<file path="src/rtl/oam_sprite_evaluator_pkg.sv">
// Shared definitions for the OAM sprite evaluation slice.
// Contents:
//   OAM_ENTRIES / OAM_ADDR_W / OAM_ENTRY_W - OAM geometry
//   *_LSB                                   - bit offsets of the entry fields
//   oam_entry_t                             - packed view of one OAM entry
//   eval_state_t                            - evaluator FSM states
package oam_pkg;

    localparam int OAM_ENTRIES = 64;
    localparam int OAM_ADDR_W  = 6;
    localparam int OAM_ENTRY_W = 32;

    localparam int Y_LSB    = 24;
    localparam int TILE_LSB = 16;
    localparam int ATTR_LSB = 8;
    localparam int X_LSB    = 0;

    typedef struct packed {
        logic [7:0] y;
        logic [7:0] tile;
        logic [7:0] attr;
        logic [7:0] x;
    } oam_entry_t;

    typedef enum logic [1:0] {
        IDLE,
        SCAN,
        DRAIN,
        DONE
    } eval_state_t;

endpackage

</file>
<file path="src/rtl/oam_sprite_evaluator_if.sv">
// Bus bundle between the evaluator and its environment: the start/scanline
// request from the timing generator, the OAM read port, the sprite line list
// write port and the status outputs.
// Modports:
//   master - the evaluator (drives address, list writes and status)
//   slave  - the environment (drives start, scanline and OAM read data)
interface oam_sprite_evaluator_if;
    import oam_pkg::*;

    logic                   start;
    logic [7:0]             scanline;
    logic [OAM_ADDR_W-1:0]  oam_read_addr;
    logic [OAM_ENTRY_W-1:0] oam_read_data;
    logic                   list_we;
    logic [2:0]             list_slot;
    logic [OAM_ENTRY_W-1:0] list_entry;
    logic [3:0]             list_row;
    logic                   busy;
    logic                   done;
    logic [3:0]             sprite_count;
    logic                   overflow;

    modport master (
        input  start, scanline, oam_read_data,
        output oam_read_addr, list_we, list_slot, list_entry, list_row,
               busy, done, sprite_count, overflow
    );

    modport slave (
        output start, scanline, oam_read_data,
        input  oam_read_addr, list_we, list_slot, list_entry, list_row,
               busy, done, sprite_count, overflow
    );

endinterface

</file>
<file path="src/rtl/oam_sprite_evaluator_hit_test.sv">
// Combinational scanline/sprite intersection test.
// Ports:
//   scanline - line being evaluated
//   y        - sprite top line from the OAM entry
//   hit      - sprite covers the scanline
//   row      - row within the sprite (scanline - y), meaningful when hit=1
// Parameter SPRITE_HEIGHT selects 8- or 16-line sprites.
module oam_hit_test #(
    parameter int SPRITE_HEIGHT = 8
) (
    input  logic [7:0] scanline,
    input  logic [7:0] y,
    output logic       hit,
    output logic [3:0] row
);

    // A 9-bit difference exposes the borrow, so sprites whose top lies
    // below the scanline never wrap round into a hit.
    logic [8:0] diff;

    assign diff = {1'b0, scanline} - {1'b0, y};
    assign hit  = !diff[8] && (diff < 9'(SPRITE_HEIGHT));
    assign row  = diff[3:0];

endmodule

</file>
<file path="src/rtl/oam_sprite_evaluator.sv">
// Per-scanline sprite evaluator. On start it reads all 64 OAM entries
// (1-cycle registered read latency) and writes up to MAX_SPRITES entries
// that intersect the scanline, with their row offsets, to the sprite list.
// Ports:
//   clk   - system clock
//   reset - synchronous, active-low reset
//   bus   - oam_sprite_evaluator_if.master (start/scanline, OAM read port,
//           list write port, busy/done/sprite_count/overflow)
// Build option OAM_EVAL_OVERFLOW_EN: when defined, the scan always covers all
// 64 entries and extra hits raise overflow; otherwise the scan ends as soon
// as the list is full and overflow is tied low.
module oam_sprite_evaluator
    import oam_pkg::*;
#(
    parameter int SPRITE_HEIGHT = 8,
    parameter int MAX_SPRITES   = 8
) (
    input logic clk,
    input logic reset,
    oam_sprite_evaluator_if.master bus
);

    localparam logic [3:0]            MAX_CNT   = 4'(MAX_SPRITES);
    localparam logic [OAM_ADDR_W-1:0] LAST_ADDR = OAM_ADDR_W'(OAM_ENTRIES - 1);

    eval_state_t           state, state_next;
    logic [OAM_ADDR_W-1:0] addr, addr_next;
    logic [7:0]            line_q, line_next;
    logic [3:0]            count, count_next;
`ifdef OAM_EVAL_OVERFLOW_EN
    logic                  ovf, ovf_next;
`endif

    oam_entry_t entry;
    logic       hit;
    logic [3:0] row;
    logic       test_en;

    assign entry = oam_entry_t'(bus.oam_read_data);

    oam_hit_test #(
        .SPRITE_HEIGHT(SPRITE_HEIGHT)
    ) u_hit_test (
        .scanline(line_q),
        .y       (entry.y),
        .hit     (hit),
        .row     (row)
    );

    // Read data lags the address by one cycle, so the first SCAN cycle
    // (address 0 just presented) has nothing valid to test; DRAIN tests 63.
    assign test_en = ((state == SCAN) && (addr != '0)) || (state == DRAIN);

    // State and datapath registers.
    always_ff @(posedge clk) begin
        if (!reset) begin
            state  <= IDLE;
            addr   <= '0;
            line_q <= '0;
            count  <= '0;
`ifdef OAM_EVAL_OVERFLOW_EN
            ovf    <= 1'b0;
`endif
        end else begin
            state  <= state_next;
            addr   <= addr_next;
            line_q <= line_next;
            count  <= count_next;
`ifdef OAM_EVAL_OVERFLOW_EN
            ovf    <= ovf_next;
`endif
        end
    end

    // Next-state sequencing plus the list write decision for the entry
    // whose data is on the read port this cycle.
    always_comb begin
        state_next     = state;
        addr_next      = addr;
        line_next      = line_q;
        count_next     = count;
`ifdef OAM_EVAL_OVERFLOW_EN
        ovf_next       = ovf;
`endif
        bus.list_we    = 1'b0;
        bus.list_slot  = '0;
        bus.list_entry = '0;
        bus.list_row   = '0;

        unique case (state)
            IDLE: begin
                if (bus.start) begin
                    state_next = SCAN;
                    addr_next  = '0;
                    line_next  = bus.scanline;
                    count_next = '0;
`ifdef OAM_EVAL_OVERFLOW_EN
                    ovf_next   = 1'b0;
`endif
                end
            end
            SCAN: begin
                if (addr == LAST_ADDR) begin
                    state_next = DRAIN;
                end else begin
                    addr_next = addr + 1'b1;
                end
            end
            DRAIN:   state_next = DONE;
            DONE:    state_next = IDLE;
            default: state_next = IDLE;
        endcase

        if (test_en && hit) begin
            if (count != MAX_CNT) begin
                bus.list_we    = 1'b1;
                bus.list_slot  = count[2:0];
                bus.list_entry = entry;
                bus.list_row   = row;
                count_next     = count + 1'b1;
`ifndef OAM_EVAL_OVERFLOW_EN
                // List just filled: nothing more can be stored, finish now.
                if (4'(count + 1'b1) == MAX_CNT) begin
                    state_next = DONE;
                end
`endif
            end
`ifdef OAM_EVAL_OVERFLOW_EN
            else begin
                ovf_next = 1'b1;
            end
`endif
        end
    end

    assign bus.oam_read_addr = addr;
    assign bus.busy          = (state == SCAN) || (state == DRAIN);
    assign bus.done          = (state == DONE);
    assign bus.sprite_count  = count;
`ifdef OAM_EVAL_OVERFLOW_EN
    assign bus.overflow      = ovf;
`else
    assign bus.overflow      = 1'b0;
`endif

endmodule

</file>
<file path="src/flat_wrapper.sv">
// flat-port wrapper written by rule: the top's interface ports become plain ports
module oam_sprite_evaluator_flat import oam_pkg::*;
#(
    parameter int SPRITE_HEIGHT = 8,
    parameter int MAX_SPRITES   = 8
)
  (clk, reset, bus_start, bus_scanline, bus_oam_read_data, bus_oam_read_addr, bus_list_we, bus_list_slot, bus_list_entry, bus_list_row, bus_busy, bus_done, bus_sprite_count, bus_overflow);
  oam_sprite_evaluator_if bus_i ();
  input logic clk;
  input logic reset;
  input wire logic [$bits(bus_i.start)-1:0] bus_start;
  input wire logic [$bits(bus_i.scanline)-1:0] bus_scanline;
  input wire logic [$bits(bus_i.oam_read_data)-1:0] bus_oam_read_data;
  output wire logic [$bits(bus_i.oam_read_addr)-1:0] bus_oam_read_addr;
  output wire logic [$bits(bus_i.list_we)-1:0] bus_list_we;
  output wire logic [$bits(bus_i.list_slot)-1:0] bus_list_slot;
  output wire logic [$bits(bus_i.list_entry)-1:0] bus_list_entry;
  output wire logic [$bits(bus_i.list_row)-1:0] bus_list_row;
  output wire logic [$bits(bus_i.busy)-1:0] bus_busy;
  output wire logic [$bits(bus_i.done)-1:0] bus_done;
  output wire logic [$bits(bus_i.sprite_count)-1:0] bus_sprite_count;
  output wire logic [$bits(bus_i.overflow)-1:0] bus_overflow;
  assign bus_i.start = bus_start;
  assign bus_i.scanline = bus_scanline;
  assign bus_i.oam_read_data = bus_oam_read_data;
  assign bus_oam_read_addr = bus_i.oam_read_addr;
  assign bus_list_we = bus_i.list_we;
  assign bus_list_slot = bus_i.list_slot;
  assign bus_list_entry = bus_i.list_entry;
  assign bus_list_row = bus_i.list_row;
  assign bus_busy = bus_i.busy;
  assign bus_done = bus_i.done;
  assign bus_sprite_count = bus_i.sprite_count;
  assign bus_overflow = bus_i.overflow;
  oam_sprite_evaluator #(.SPRITE_HEIGHT(SPRITE_HEIGHT), .MAX_SPRITES(MAX_SPRITES)) u_core (.clk(clk), .reset(reset), .bus(bus_i));
endmodule
</file>
<file path="config.mk">
export PLATFORM = sky130hd
export DESIGN_NAME = oam_sprite_evaluator_flat
export DESIGN_NICKNAME = d
export VERILOG_FILES = /design/src/rtl/oam_sprite_evaluator_pkg.sv /design/src/rtl/oam_sprite_evaluator_if.sv /design/src/rtl/oam_sprite_evaluator_hit_test.sv /design/src/rtl/oam_sprite_evaluator.sv /design/src/flat_wrapper.sv
export SDC_FILE = /design/constraint.sdc
export NUM_CORES = 1
export LEC_CHECK = 0
export BUFFER_PORTS_ARGS = -buffer_cell sky130_fd_sc_hd__buf_2
export CAP_MARGIN = 30
export CORE_MARGIN = 5
export CORE_UTILIZATION = 45
export CTS_BUF_LIST = sky130_fd_sc_hd__clkbuf_2 sky130_fd_sc_hd__clkbuf_4 sky130_fd_sc_hd__clkbuf_8
export CTS_CLUSTER_DIAMETER = 100
export DETAILED_ROUTE_END_ITERATION = 7
export PLACE_DENSITY = 0.88
export SLEW_MARGIN = 15
export SYNTH_ARGS = -nofsm -noshare
export SYNTH_HDL_FRONTEND = slang
export SYNTH_SLANG_ARGS = --single-unit
</file>
<file path="constraint.sdc">
create_clock -name clk -period 3.71 [get_ports clk]
set_input_delay 0.742 -clock clk [delete_from_list [all_inputs] [get_ports clk]]
set_output_delay 0.742 -clock clk [all_outputs]
set_load 0.05 [all_outputs]
</file>
# [Yosys cells after proc, flatten, opt, wreduce, memory -nomap -nowiden]
# Cells that the tools add are included.
[totals] ff_bits=20 out_inout_bits=53
[classes] n_addsub=3 order_cmp=1 n_eq_ne=8 mux=21 n_reduce_logical=11
[ops] cell="2-to-1 mux 32 bit" n=2
[ops] cell="2-to-1 mux 4 bit" n=6
[ops] cell="2-to-1 mux 6 bit" n=2
[ops] cell="case mux 6 bit (2 select lines)" n=1
[ops] cell="2-to-1 mux 2 bit" n=5
[ops] cell="less-than comparator 9 x 4 -> 1 bit (second input constant)" n=1
[ops] cell="subtractor 8 x 8 -> 9 bit" n=1
[ops] cell="case mux 2 bit (4 select lines)" n=1
[ops] cell="adder 6 x 1 -> 6 bit (second input constant)" n=1
[ops] cell="== test 6 bit (second input constant)" n=1
[ops] cell="2-to-1 mux 3 bit" n=2
[ops] cell="nonzero test 6 bit" n=1
[ops] cell="adder 4 x 1 -> 4 bit (second input constant)" n=1
[ops] cell="== test 2 bit (second input constant)" n=2
[ops] cell="== test 4 bit (second input constant)" n=1
[ops] cell="inequality test 2 bit (second input constant)" n=2
[ops] cell="inequality test 4 bit (second input constant)" n=1
[ops] cell="logical AND 1 bit" n=3
[ops] cell="AND reduction 3 bit" n=1
[ops] cell="== test 2 x 1 -> 1 bit (second input constant)" n=1
[ops] cell="logical NOT 2 bit" n=1
[ops] cell="logical OR 1 bit" n=2
[ops] cell="2-to-1 mux 1 bit" n=2
[ops] cell="AND reduction 2 bit" n=1
[ops] cell="other kinds (2)" n=2

# [Logic depth before layout (Yosys ltp)]
# Gate-level depths: netlist of the first run.
[logic_depth] ltp_word=6 ltp_mapped=11 mapped_depth_nobuf=10

# [Modules after synthesis]
# A second synthesis of the first run with hierarchy kept.
[unflattened] hier_cells=222 hier_area_um2=1712.9
[modules_own_cells] mod="oam_sprite_evaluator" instances=1 cells_per_inst=170 area_each_um2=1322.5 seq_area_each_um2=400.4
[modules_own_cells] mod="oam_hit_test" instances=1 cells_per_inst=52 area_each_um2=390.4 seq_area_each_um2=0.0

# [Worst setup path after synthesis of the first run]
# OpenSTA, ideal clock, no wires.
[synth_timing] path_kind="in2out" startpoint="input bus_oam_read_data[24]" endpoint="output bus_list_entry[25]" t_arrival_ps=3611 required_ps=2968 path_slack_ps=-643 path_stages=8 n_path_buf=1 cell_sequence="ha_1 > fa_1 > nor2b_4 > o21a_1 > o21a_1 > o221ai_1 > clkbuf_1 > nor4_1"
[synth_between] elab_chain_len=5
[synth_lines] item="start, declared" line_no="flat_wrapper.sv:13" rtl="input wire logic [$bits(bus_i.oam_read_data)-1:0] bus_oam_read_data;"
[synth_lines] item="subtractor 8 x 8 -> 9 bit (*)" line_no="oam_sprite_evaluator_hit_test.sv:21" rtl="assign diff = {1'b0, scanline} - {1'b0, y};"
[synth_lines] item="less-than comparator 9 x 4 -> 1 bit or logical NOT 1 bit (tied branches)" line_no="oam_sprite_evaluator_hit_test.sv:22" rtl="assign hit = !diff[8] && (diff < 9'(SPRITE_HEIGHT));"
[synth_lines] item="logical AND 1 bit (*)" line_no="oam_sprite_evaluator_hit_test.sv:22"
[synth_lines] item="logical AND 1 bit (*)" line_no="oam_sprite_evaluator.sv:114" rtl="if (test_en && hit) begin"
[synth_lines] item="2-to-1 mux 32 bit (*)" line_no="oam_sprite_evaluator.sv:114"
[synth_lines] item="end, declared" line_no="flat_wrapper.sv:17" rtl="output wire logic [$bits(bus_i.list_entry)-1:0] bus_list_entry;"
# Mark *: on every way between the ends. The rest lies on a longest branch, timed or not.

# [Worst setup path in the final report of the first run]
[layout_timing] startpoint="input bus_oam_read_data[25]" endpoint="output bus_list_entry[7]"
# The elaborated chain is that of the path after synthesis.

==> results.ini, run 1 <==
[detailed_routing]
drt_iter0_markers=65
drt_wl_total_um=5354
viasPerCell=5.242
drc_errors=0
num_vias=1903
drtPass1Iterations=4
ant_nets=0
drt-wirelength-per-cell_um=14.75

[worst_setup_path]
startpoint_type=input port
critPathCaptureType=output pin
cp.required_ns=2.97
reg2reg_slack_ns=0.89
rr_startpoint=u_core.line_q[0]
critical_path_class=in -> out
cp.arrival_ns=2.93
r2r-end=u_core.bus.sprite_count[3]
crit_fanout=13
r2r_cells=11

[pwr]
p_switching_uw=198.0
ir_worst_vdd_mv=0.2258
pwr-share-clk=0.284
power.leakage_nw=1.263
p_per_area_mw_per_mm2=224.3
internal-power_uw=393.5
p_total_uw=591.5
p_comb_frac=0.328
sw_frac_of_total=0.3347
seq_power_share=0.388

[cells_and_area]
drive_above_1_share=0.4794
fillers=265
final_common_cell=buf_2
area_growth_pct=59.58
antenna_cells=0
final_cell_mix=buf_2, nand2_1, buf_4
nets=377

[global_route]
grt_first_pass_wirelength_um=8100
antenna_found_initial=0
grt_pass1_vias=1790
overflow=0
grt.total_usage=0.1958
grt_start_max_net_pins=27

[status]
status=finished clean

[floorplan]
core_area_mm2=0.003606
dieArea_mm2=0.004985
rows=22
ios=96
dieWidth_um=70.61
die_h_um=70.61
start_util=0.4584

[clock_tree]
cts_root_buf=clkbuf_8
clk_pin_slew_ns=0.08
clk_path_buf_depth=2
cts_buffers=3
cts_tree=done
h-tree-depth=1
clkLatencyLatePin_ns=0.26
cts.sink_count=20

[hold_path]
hold_path.class=reg -> reg
hold_depth=2
hold_path_end=u_core.line_q[0]
worst_hold_startpoint=u_core.line_q[0]

[synthesis]
yosysWarnings=0
async_reset_ff_frac=0
synth_edf_count=0
synth_area_per_cell_um2=7.582
synth-main-ff-cell=dfxtp_1
syn_inst=218
synth_cell_types=42
yosysSeqAreaShare=0.2422
synth-seq-cells=20
synth_area_mm2=0.001653

[timing]
timing.final.crit_share=0.9885
fin_tns_setup_ns=0
fmax_mhz=272.7
final_max_slew_viol_count=0
setup_violations=0
hold_violations=0
tightest_slew_ns=0.4893
hold_slack_ns=0.4621
fin_worst_skew_ns=0.005844
fin_crit_ns=3.667
max-slew-margin-rel=0.6704

[placed_design]
port_buffers=93
hpwlAfterDp_um=4110
place.gp.congestion=0.8616

[flow_run]
max_cap_violations=0

[per-stage QoR]
step	instance area, µm²	worst slack [ns]	util	instances
finish	2638	0.04275	0.7314	363
global route	2638	-0.02758	0.7314	363
CTS	2444	0.02786	0.6777	359
detailed placement	2382	-0.01883	0.6607	355
global placement	2382	0.06608	0.6607	355
floorplan	1819	-0.3352	-	219
[critical path, stage by stage]
cell and delay (ns):
buf_2 0.11, inv_1 0.06, ha_1 0.29, nor2b_4 0.13
o2111a_1 0.27, o31a_1 0.32, o2111ai_2 0.28, nor3_4 0.09
buf_12 0.14, buf_12 0.13, and2_2 0.18, buf_4 0.19
[flip-flops by register name, summed over array words and instances, names as in the netlist, named ones only]
| signal | count |
|---|---|
| u_core.bus.oam_read_addr | 6 |
| u_core.bus.sprite_count | 3 |
| u_core.state | 2 |
| u_core.line_q | 8 |
[cell type report]
| class | instances | area [µm²] | area share |
|---|---|---|---|
| Clock buffer | 4 | 55.05 | 0.02087 |
| Inverter | 18 | 67.56 | 0.02562 |
| Timing Repair Buffer | 105 | 708.2 | 0.2685 |
| Tap cell | 48 | 60.06 | 0.02277 |
| Multi-Input combinational cell | 168 | 1346 | 0.5104 |
| Sequential cell | 20 | 400.4 | 0.1518 |
[synth_stat cells (all sizes together) (2+ instances only)]
library cell  instances  area, µm²
xnor2                 2      17.52
nor3                  2      10.01
o2111ai               3      26.28
or4                   2      15.01
ha                   17      212.7
xor2                  3      26.28
buf                   3      20.01
or3                   3      18.77
nand2b                4      25.02
nor2b                 5      46.30
a21boi                3      22.52
clkbuf               10      37.54
nand2                24      90.09
dfxtp                20      400.4
nand4                 4      25.02
o21a                  2      15.01
o21ai                 8      40.03
nor3b                 2      15.01
nor2                  8      30.03
nand3                 7      35.03
nor4                 13      87.58
a21oi                15      75.07
and2                 26      162.7
o211ai                2      15.01
inv                  18      67.56
[repair_timing]
action | in CTS | in global routing
resized for setup | 1 | 65
hold buffers | 0 | 0
pin swaps | 0 | 5
endpoints found under the setup margin | 19 | 34
gates cloned | 0 | 2
setup buffers | 0 | 2
[per-layer routing]
| layer | routed length (µm) | vias up | GRT usage |
|---|---|---|---|
| li1 | - | 946 | - |
| met1 | 2069 | 862 | 0.2422 |
| met2 | 2675 | 91 | 0.3368 |
| met3 | 557 | 4 | 0.05540 |
| met4 | 51 | 0 | 0.04802 |
| met5 | 0 | - | 0 |
[power by group through the flow]
stage               clock (mW)  combinational (mW)  sequential (mW)
floorplan                    0               0.120            0.236
global placement             0               0.175            0.234
detailed placement           0               0.180            0.234
CTS                      0.171               0.183            0.229
global route             0.184               0.211            0.230
finish                   0.168               0.194            0.230
[worst max path at each step]
stage                          startpoint                 end  depth (start not counted)
floorplan           bus_oam_read_data[24]  bus_list_entry[25]                          8
global placement    bus_oam_read_data[25]   bus_list_entry[7]                         11
detailed placement  bus_oam_read_data[24]   bus_list_entry[7]                         11
CTS                 bus_oam_read_data[24]   bus_list_entry[7]                         11
global route        bus_oam_read_data[26]    bus_list_slot[1]                         11
finish              bus_oam_read_data[25]   bus_list_entry[7]                         12
[cells by family after synthesis]
kind of cell               count (synthesis)  share of synthesized area
buffers and inverters                     31                    0.07569
DFF                                       20                     0.2422
muxes                                      2                    0.01287
AOI/OAI and AO/OA                         40                     0.1552
and+or+nand+nor                          101                     0.3444
other                                      1                   0.002269
xor gates and xnor gates                   5                    0.02650
adders and majority gates                 18                     0.1408
Note: power is estimated with default switching activity, not from simulation.
==> run 2: changes to the inputs <==
- CORE_UTILIZATION: 45 -> 46
- PLACE_DENSITY: 0.88 -> 0.89
- SYNTH_HIERARCHICAL: default -> 1
==> run 2 against run 1 <==
Effect of this change: the run now ends with negative setup slack left; clock skew decreased by 0.0045 ns; die area rose by 1.2%; clock-buffer cell count decreased by 1; combinational power fell by 3%; hold slack better by 0.035 ns; sequential share of layout area fell by 2.2 points; fmax fell by 18%; critical endpoint is now bus_list_entry[21]; largest power group unchanged; highest routed layer unchanged.
==> results.ini, run 2 <==
[cells_and_area]
final_cell_mix=buf_2, buf_8, and2_4
fin_util=0.8464  ; +0.1150
nets=398  ; +5.6%
area_growth_pct=79.55
largest_reg_flops=8  ; unchanged
top_register=u_core/line_q
drive_above_1_share=0.5268  ; +0.04742
fillers=171  ; -35%
antenna_cells=0  ; unchanged
final_cells=384  ; +5.8%
final_common_cell=buf_2

[floorplan]
die_h_um=71.02  ; +0.59%
dieArea_mm2=0.005044  ; +1.2%
ios=96  ; unchanged
start_util=0.4714  ; +0.01306
dieWidth_um=71.02  ; +0.59%
core_area_mm2=0.003633  ; +0.76%
rows=22  ; unchanged

[timing]
max-slew-margin-rel=0.6215  ; -0.04882
fin_ws_ns=-0.7502  ; -0.7930 ns
hold_violations=0  ; unchanged
tightest_slew_ns=0.5617  ; +0.07247 ns
fin_crit_ns=4.460  ; +0.7930 ns
fmax_mhz=224.2  ; -18%
setup_violations=40  ; +40
final_max_slew_viol_count=0  ; unchanged
rsz0062_at_grt=yes
fin_tns_setup_ns=-27.64  ; -27.64 ns
fin_worst_skew_ns=0.001349  ; -0.004495 ns
timing.final.crit_share=1.202  ; +0.2137

[pwr]
pwr-share-clk=0.261  ; -0.023
power.leakage_nw=1.447  ; +15%
sw_frac_of_total=0.3378  ; +0.003137
p_per_area_mw_per_mm2=184.5  ; -18%
p_switching_uw=191.7  ; -3.2%
internal-power_uw=375.6  ; -4.5%
ir_worst_vdd_mv=0.2685  ; +19%
p_comb_frac=0.332  ; +0.004
seq_power_share=0.407  ; +0.019

[detailed_routing]
drt_wl_total_um=8250  ; +54%
drtPass1Iterations=7  ; +3
drt_iter0_markers=244  ; +280%
num_vias=2246  ; +18%
viasPerCell=5.849  ; +12%
drc_errors=0  ; unchanged
drt-wirelength-per-cell_um=21.48  ; +46%
ant_nets=0  ; unchanged

[worst_setup_path]
critical_path_class=in -> out
worstPathBufferInverterCount=4  ; -1
startpoint_type=input port
worstPathCellList=buf_8, ha_4, fa_2, nand2b_4, o2bb2ai_4, nand3b_4, a2111o_1, a211oi_2, o21ai_1, a21o_1, a31oi_4, buf_12, buf_8, and2_4, buf_8
critPathSlowestCell=a2111o_1
cp.required_ns=2.97  ; about the same
max_stage_delay_ns=0.43  ; +0.11 ns
cp_common_cell=buf_8
crit_family=compound AO/OA/AOI/OAI gates
cp.arrival_ns=3.72  ; +0.79 ns
critPathCaptureType=output pin
crit_fanout=10  ; -3

[clock_tree]
clkLatencyLatePin_ns=0.26  ; about the same
h-tree-depth=1  ; unchanged
cts.sink_count=20  ; unchanged
cts_root_buf=clkbuf_8
cts_tree=done
cts_buffers=3  ; unchanged
clk_pin_slew_ns=0.08  ; about the same
clk_path_buf_depth=2  ; unchanged

[flow_run]
max_cap_violations=0  ; unchanged

[placed_design]
place.gp.congestion=0.8231  ; -4.5%
port_buffers=94  ; +1.1%
dp_cells=371  ; +4.5%
hpwlAfterDp_um=3979  ; -3.2%
pre_cts_slack_ns=-0.5098  ; -0.4910 ns

[synthesis]
synth_cell_types=47  ; +12%
synth-main-ff-cell=dfxtp_1
synth_edf_count=0  ; unchanged
synth_nets=282
synth.top_cells.by_count=and2_1, nand2_1, dfxtp_1, inv_1, ha_1
yosys.cell_count.top_type=and2_1
synth.area.top_cells=dfxtp_1, and2_1, ha_1
yosysTopAreaCellShare=0.2337  ; -0.008493
yosysSeqAreaShare=0.2337  ; -0.008493
async_reset_ff_frac=0  ; unchanged
synth-seq-cells=20  ; unchanged
yosysWarnings=6  ; +6
synth_area_per_cell_um2=7.716  ; +1.8%
syn_inst=222  ; +1.8%
synth_largest_area_cell=dfxtp_1
synth_area_mm2=0.001713  ; +3.6%

[status]
violations=negative setup slack
status=finished with violations

[hold_path]
hold_path.class=reg -> reg

[global_route]
grt_first_pass_wirelength_um=10270  ; +27%
antenna_found_initial=0  ; unchanged
grt_pass1_vias=2103  ; +17%
grt_start_max_net_pins=41  ; +52%
overflow=0  ; unchanged
grt.total_usage=0.2559  ; +0.06010

[run 2: cell count changes after synthesis, moves of 3 or more]
cell       before  now
a21boi_0        2   12
a21oi_1        15    9
and2_1         26   39
clkbuf_1       10    6
nor2b_1         3    0
nor4_1         12    0
o2111ai_1       3    0
[run 2: logic make-up (layout without fill, tap and decap cells)]
kind of cell    count (synthesis)  count (layout)  share of synthesized area
simple gates                  101             101                     0.3229
compound gates                 46              46                     0.1994
buf+inv                        29             143                    0.06720
flops                          20              20                     0.2337
fa+ha+maj                      17              17                     0.1286
xor+xnor                        5               5                    0.02556
mux                             3               3                    0.02045
other cells                     1               1                   0.002189
[run 2: metrics by stage]
stage / instance area (µm²) / power [mW] / hold WS (ns)
3_5_place_dp: 2462 / 0.3968 / 0.4648
5_1_grt: 3075 / 0.5816 / 0.5070
2_1_floorplan: 1878 / 0.3358 / 0.4435
6_report: 3075 / 0.5673 / 0.4971
4_1_cts: 2932 / 0.5402 / 0.4747
3_3_place_gp: 2462 / 0.3896 / 0.4527
[run 2: cell type report]
| class | count | area (µm²) | share of cell area |
|---|---|---|---|
| multi-input combinational | 173 | 1344 | 0.4369 |
| timing repair buffer | 120 | 1155 | 0.3755 |
| sequential | 20 | 400.4 | 0.1302 |
| inverter | 20 | 75.07 | 0.02441 |
| tap | 48 | 60.06 | 0.01953 |
| clock buffer | 3 | 41.29 | 0.01343 |
[run 2: timing repair]
item | in CTS | in global routing
setup buffers | 2 | 3
pin swaps | 3 | 4
cloned | 0 | 5
hold buffers | 0 | 0
setup endpoints to repair | 40 | 40
resized for setup | 121 | 8
[run 2: final timing paths]
path / endpoint / depth (start not counted) / slack (ns) / startpoint
max reg2reg: u_core/bus.sprite_count[0] / 16 / 0.20 / u_core/line_q[0]
min: u_core/line_q[7] / 2 / 0.50 / u_core/line_q[7]
max: bus_list_entry[21] / 15 / -0.75 / bus_oam_read_data[24]
min reg2reg: u_core/line_q[7] / 2 / 0.50 / u_core/line_q[7]
[run 2: per-layer routing]
metal / up-vias / track usage / routed length (µm)
met5: - / 0 / 0
met2: 162 / 0.4933 / 4378
li1: 973 / - / -
met3: 59 / 0.02415 / 502
met1: 1052 / 0.2598 / 2791
met4: 0 / 0.1587 / 578
[run 2: power by group through the flow]
stage,combinational [mW],clock (mW),sequential [mW]
2_1_floorplan,0.0972,0,0.239
4_1_cts,0.168,0.142,0.230
5_1_grt,0.198,0.152,0.232
3_3_place_gp,0.156,0,0.234
3_5_place_dp,0.162,0,0.235
6_report,0.188,0.148,0.231
[run 2: worst min-delay path, cell delays in order, from the launching register on]
cell      delay (ns)
dfxtp_1         0.33
nand2_1         0.05
a21boi_0        0.07
==> run 3: changes to the inputs <==
==> constraint.sdc (replaced) <==
create_clock -name clk -period 5.4 [get_ports clk]
set_input_delay 1.08 -clock clk [delete_from_list [all_inputs] [get_ports clk]]
set_output_delay 1.08 -clock clk [all_outputs]
set_load 0.01 [all_outputs]
==> run 3 against run 2 <==
Effect of this change: the flow now finishes without violations; register-to-register slack better by 2.1 ns; hold slack worse by 0.026 ns; global-route usage is 8.0 points lower; clock-buffer cell count is 1 higher; clock skew is 0.0028 ns higher; core utilization is 22 points lower; power is 36% lower; setup slack better by 1.2 ns; cell area is 26% lower; combinational power is 53% lower; critical endpoint is now bus_list_entry[0].
==> results.ini, run 3 (same netlist as run 2, synthesis figures left out) <==
[status]
status=finished clean

[cells_and_area]
drive_above_1_share=0.3578  ; -0.1690
largest_reg_flops=8  ; unchanged
top_register=u_core/line_q
seq_area_um2=400.4  ; unchanged
final_common_cell=buf_2
nets=374  ; -6.0%
area_growth_pct=32.72
final_cell_mix=buf_2, and2_1, nand2_1
fillers=340  ; +99%
antenna_cells=0  ; unchanged
multiInputGateArea_mm2=0.001197  ; -11%

[detailed_routing]
drtPass1Iterations=4  ; -3
drt_iter0_markers=73  ; -70%
ant_nets=0  ; unchanged
num_vias=1792  ; -20%
drc_errors=0  ; unchanged
drt_wl_total_um=4551  ; -45%
drt-wirelength-per-cell_um=12.61  ; -41%
viasPerCell=4.964  ; -15%

[pwr]
power.leakage_nw=1.185  ; -18%
p_per_area_mw_per_mm2=160.7  ; -13%
ir_worst_vdd_mv=0.08417  ; -69%

[floorplan]
core_area_mm2=0.003633  ; unchanged
start_util=0.4714  ; unchanged
rows=22  ; unchanged
dieArea_mm2=0.005044  ; unchanged
dieWidth_um=71.02  ; unchanged
ios=96  ; unchanged
die_h_um=71.02  ; unchanged

[worst_setup_path]
crit_fanout=31  ; +21
reg2reg_slack_ns=2.34  ; +2.14 ns
cp.required_ns=4.32  ; +1.35 ns
r2r_cells=13  ; -3
critical_path_class=in -> out
startpoint_type=input port
rr_startpoint=u_core/line_q[0]
crit_start=bus_oam_read_data[24]
critPathCaptureType=output pin
critPathCapture=bus_list_entry[0]
r2r-end=u_core/bus.sprite_count[0]
cp.arrival_ns=3.90  ; +0.18 ns

[timing]
fmax_mhz=200.8
fin_crit_ns=4.980
hold_slack_ns=0.4714  ; -0.02565 ns
tightest_slew_ns=0.5463  ; -0.01541 ns
fin_tns_setup_ns=0  ; +27.64 ns
hold_violations=0  ; unchanged
timing.final.crit_share=0.9223
rsz0062_at_grt=no
fin_worst_skew_ns=0.004172  ; +0.002823 ns
setup_violations=0  ; -100%
max-slew-margin-rel=0.6319  ; +0.01038
final_max_slew_viol_count=0  ; unchanged

[global_route]
antenna_found_initial=0  ; unchanged
grt_first_pass_wirelength_um=7479  ; -27%
grt.total_usage=0.1762  ; -0.07970
grt_start_max_net_pins=32  ; -22%
overflow=0  ; unchanged
grt_pass1_vias=1801  ; -14%

[clock_tree]
postCtsHoldBufs=0  ; unchanged
cts_buffers=3  ; unchanged
ctsResizeCount=0  ; -100%
clkLatencyLatePin_ns=0.27  ; about the same
postCtsSetupBuffers=0  ; -2
cts.sink_count=20  ; unchanged
clk_pin_slew_ns=0.08  ; about the same
cts_tree=done
cts_root_buf=clkbuf_8
clk_path_buf_depth=2  ; unchanged
h-tree-depth=1  ; unchanged

[placed_design]
place.gp.congestion=0.9052  ; +10%
port_buffers=94  ; unchanged
hpwlAfterDp_um=3731  ; -6.3%

[hold_path]
hold_path.class=reg -> reg

[flow_run]
max_cap_violations=0  ; unchanged

## run 3: metal layers
layer | part of all wire | track usage
met2 | 0.54 | 0.3378
met1 | 0.38 | 0.1959
met5 | 0 | 0
met4 | 0.0077 | 0.04593
met3 | 0.073 | 0.03409
## run 3: cell type report
type / count / share of cell area
Multi-Input combinational cell: 173 / 0.5267
Timing Repair Buffer: 96 / 0.2135
Sequential cell: 20 / 0.1761
Inverter: 20 / 0.03302
Tap cell: 48 / 0.02642
Clock buffer: 4 / 0.02422
## run 3: stage by stage
stage | utilization | area, µm² | power (mW) | cells | worst slack [ns]
2_1_floorplan | - | 1713 | 0.2205 | 222 | 0.7716
3_3_place_gp | 0.6105 | 2218 | 0.2458 | 357 | 0.5424
3_5_place_dp | 0.6105 | 2218 | 0.2493 | 357 | 0.4503
5_1_grt | 0.6257 | 2273 | 0.3869 | 361 | 0.2185
6_report | 0.6257 | 2273 | 0.3654 | 361 | 0.4195
4_1_cts | 0.6257 | 2273 | 0.3698 | 361 | 0.4089
## run 3: worst min-delay path by stage
| stage | from | end | cells past startpoint |
|---|---|---|---|
| floorplan | u_core/line_q[0] | u_core/line_q[0] | 2 |
| global placement | u_core/line_q[3] | u_core/line_q[3] | 2 |
| detailed placement | u_core/line_q[4] | u_core/line_q[4] | 2 |
| CTS | u_core/line_q[4] | u_core/line_q[4] | 2 |
| global route | u_core/line_q[4] | u_core/line_q[4] | 2 |
| finish | u_core/line_q[4] | u_core/line_q[4] | 2 |
## run 3: power by group
part | leakage, nW | internal [mW] | total [mW] | switching [mW]
clock | 0.0288 | 0.0651 | 0.119 | 0.0544
combinational | 0.994 | 0.0407 | 0.0885 | 0.0478
sequential | 0.163 | 0.153 | 0.157 | 0.00430
## run 3: worst max-delay path, stage by stage
cell and delay (ns):
buf_2 0.11, ha_1 0.21, fa_1 0.40, nand2b_1 0.18, o2bb2ai_2 0.13, nand3b_4 0.15
a2111o_1 0.42, a211oi_2 0.14, o21ai_1 0.11, a21o_1 0.22, a31oi_2 0.19, buf_4 0.28
and2_1 0.17, buf_2 0.13
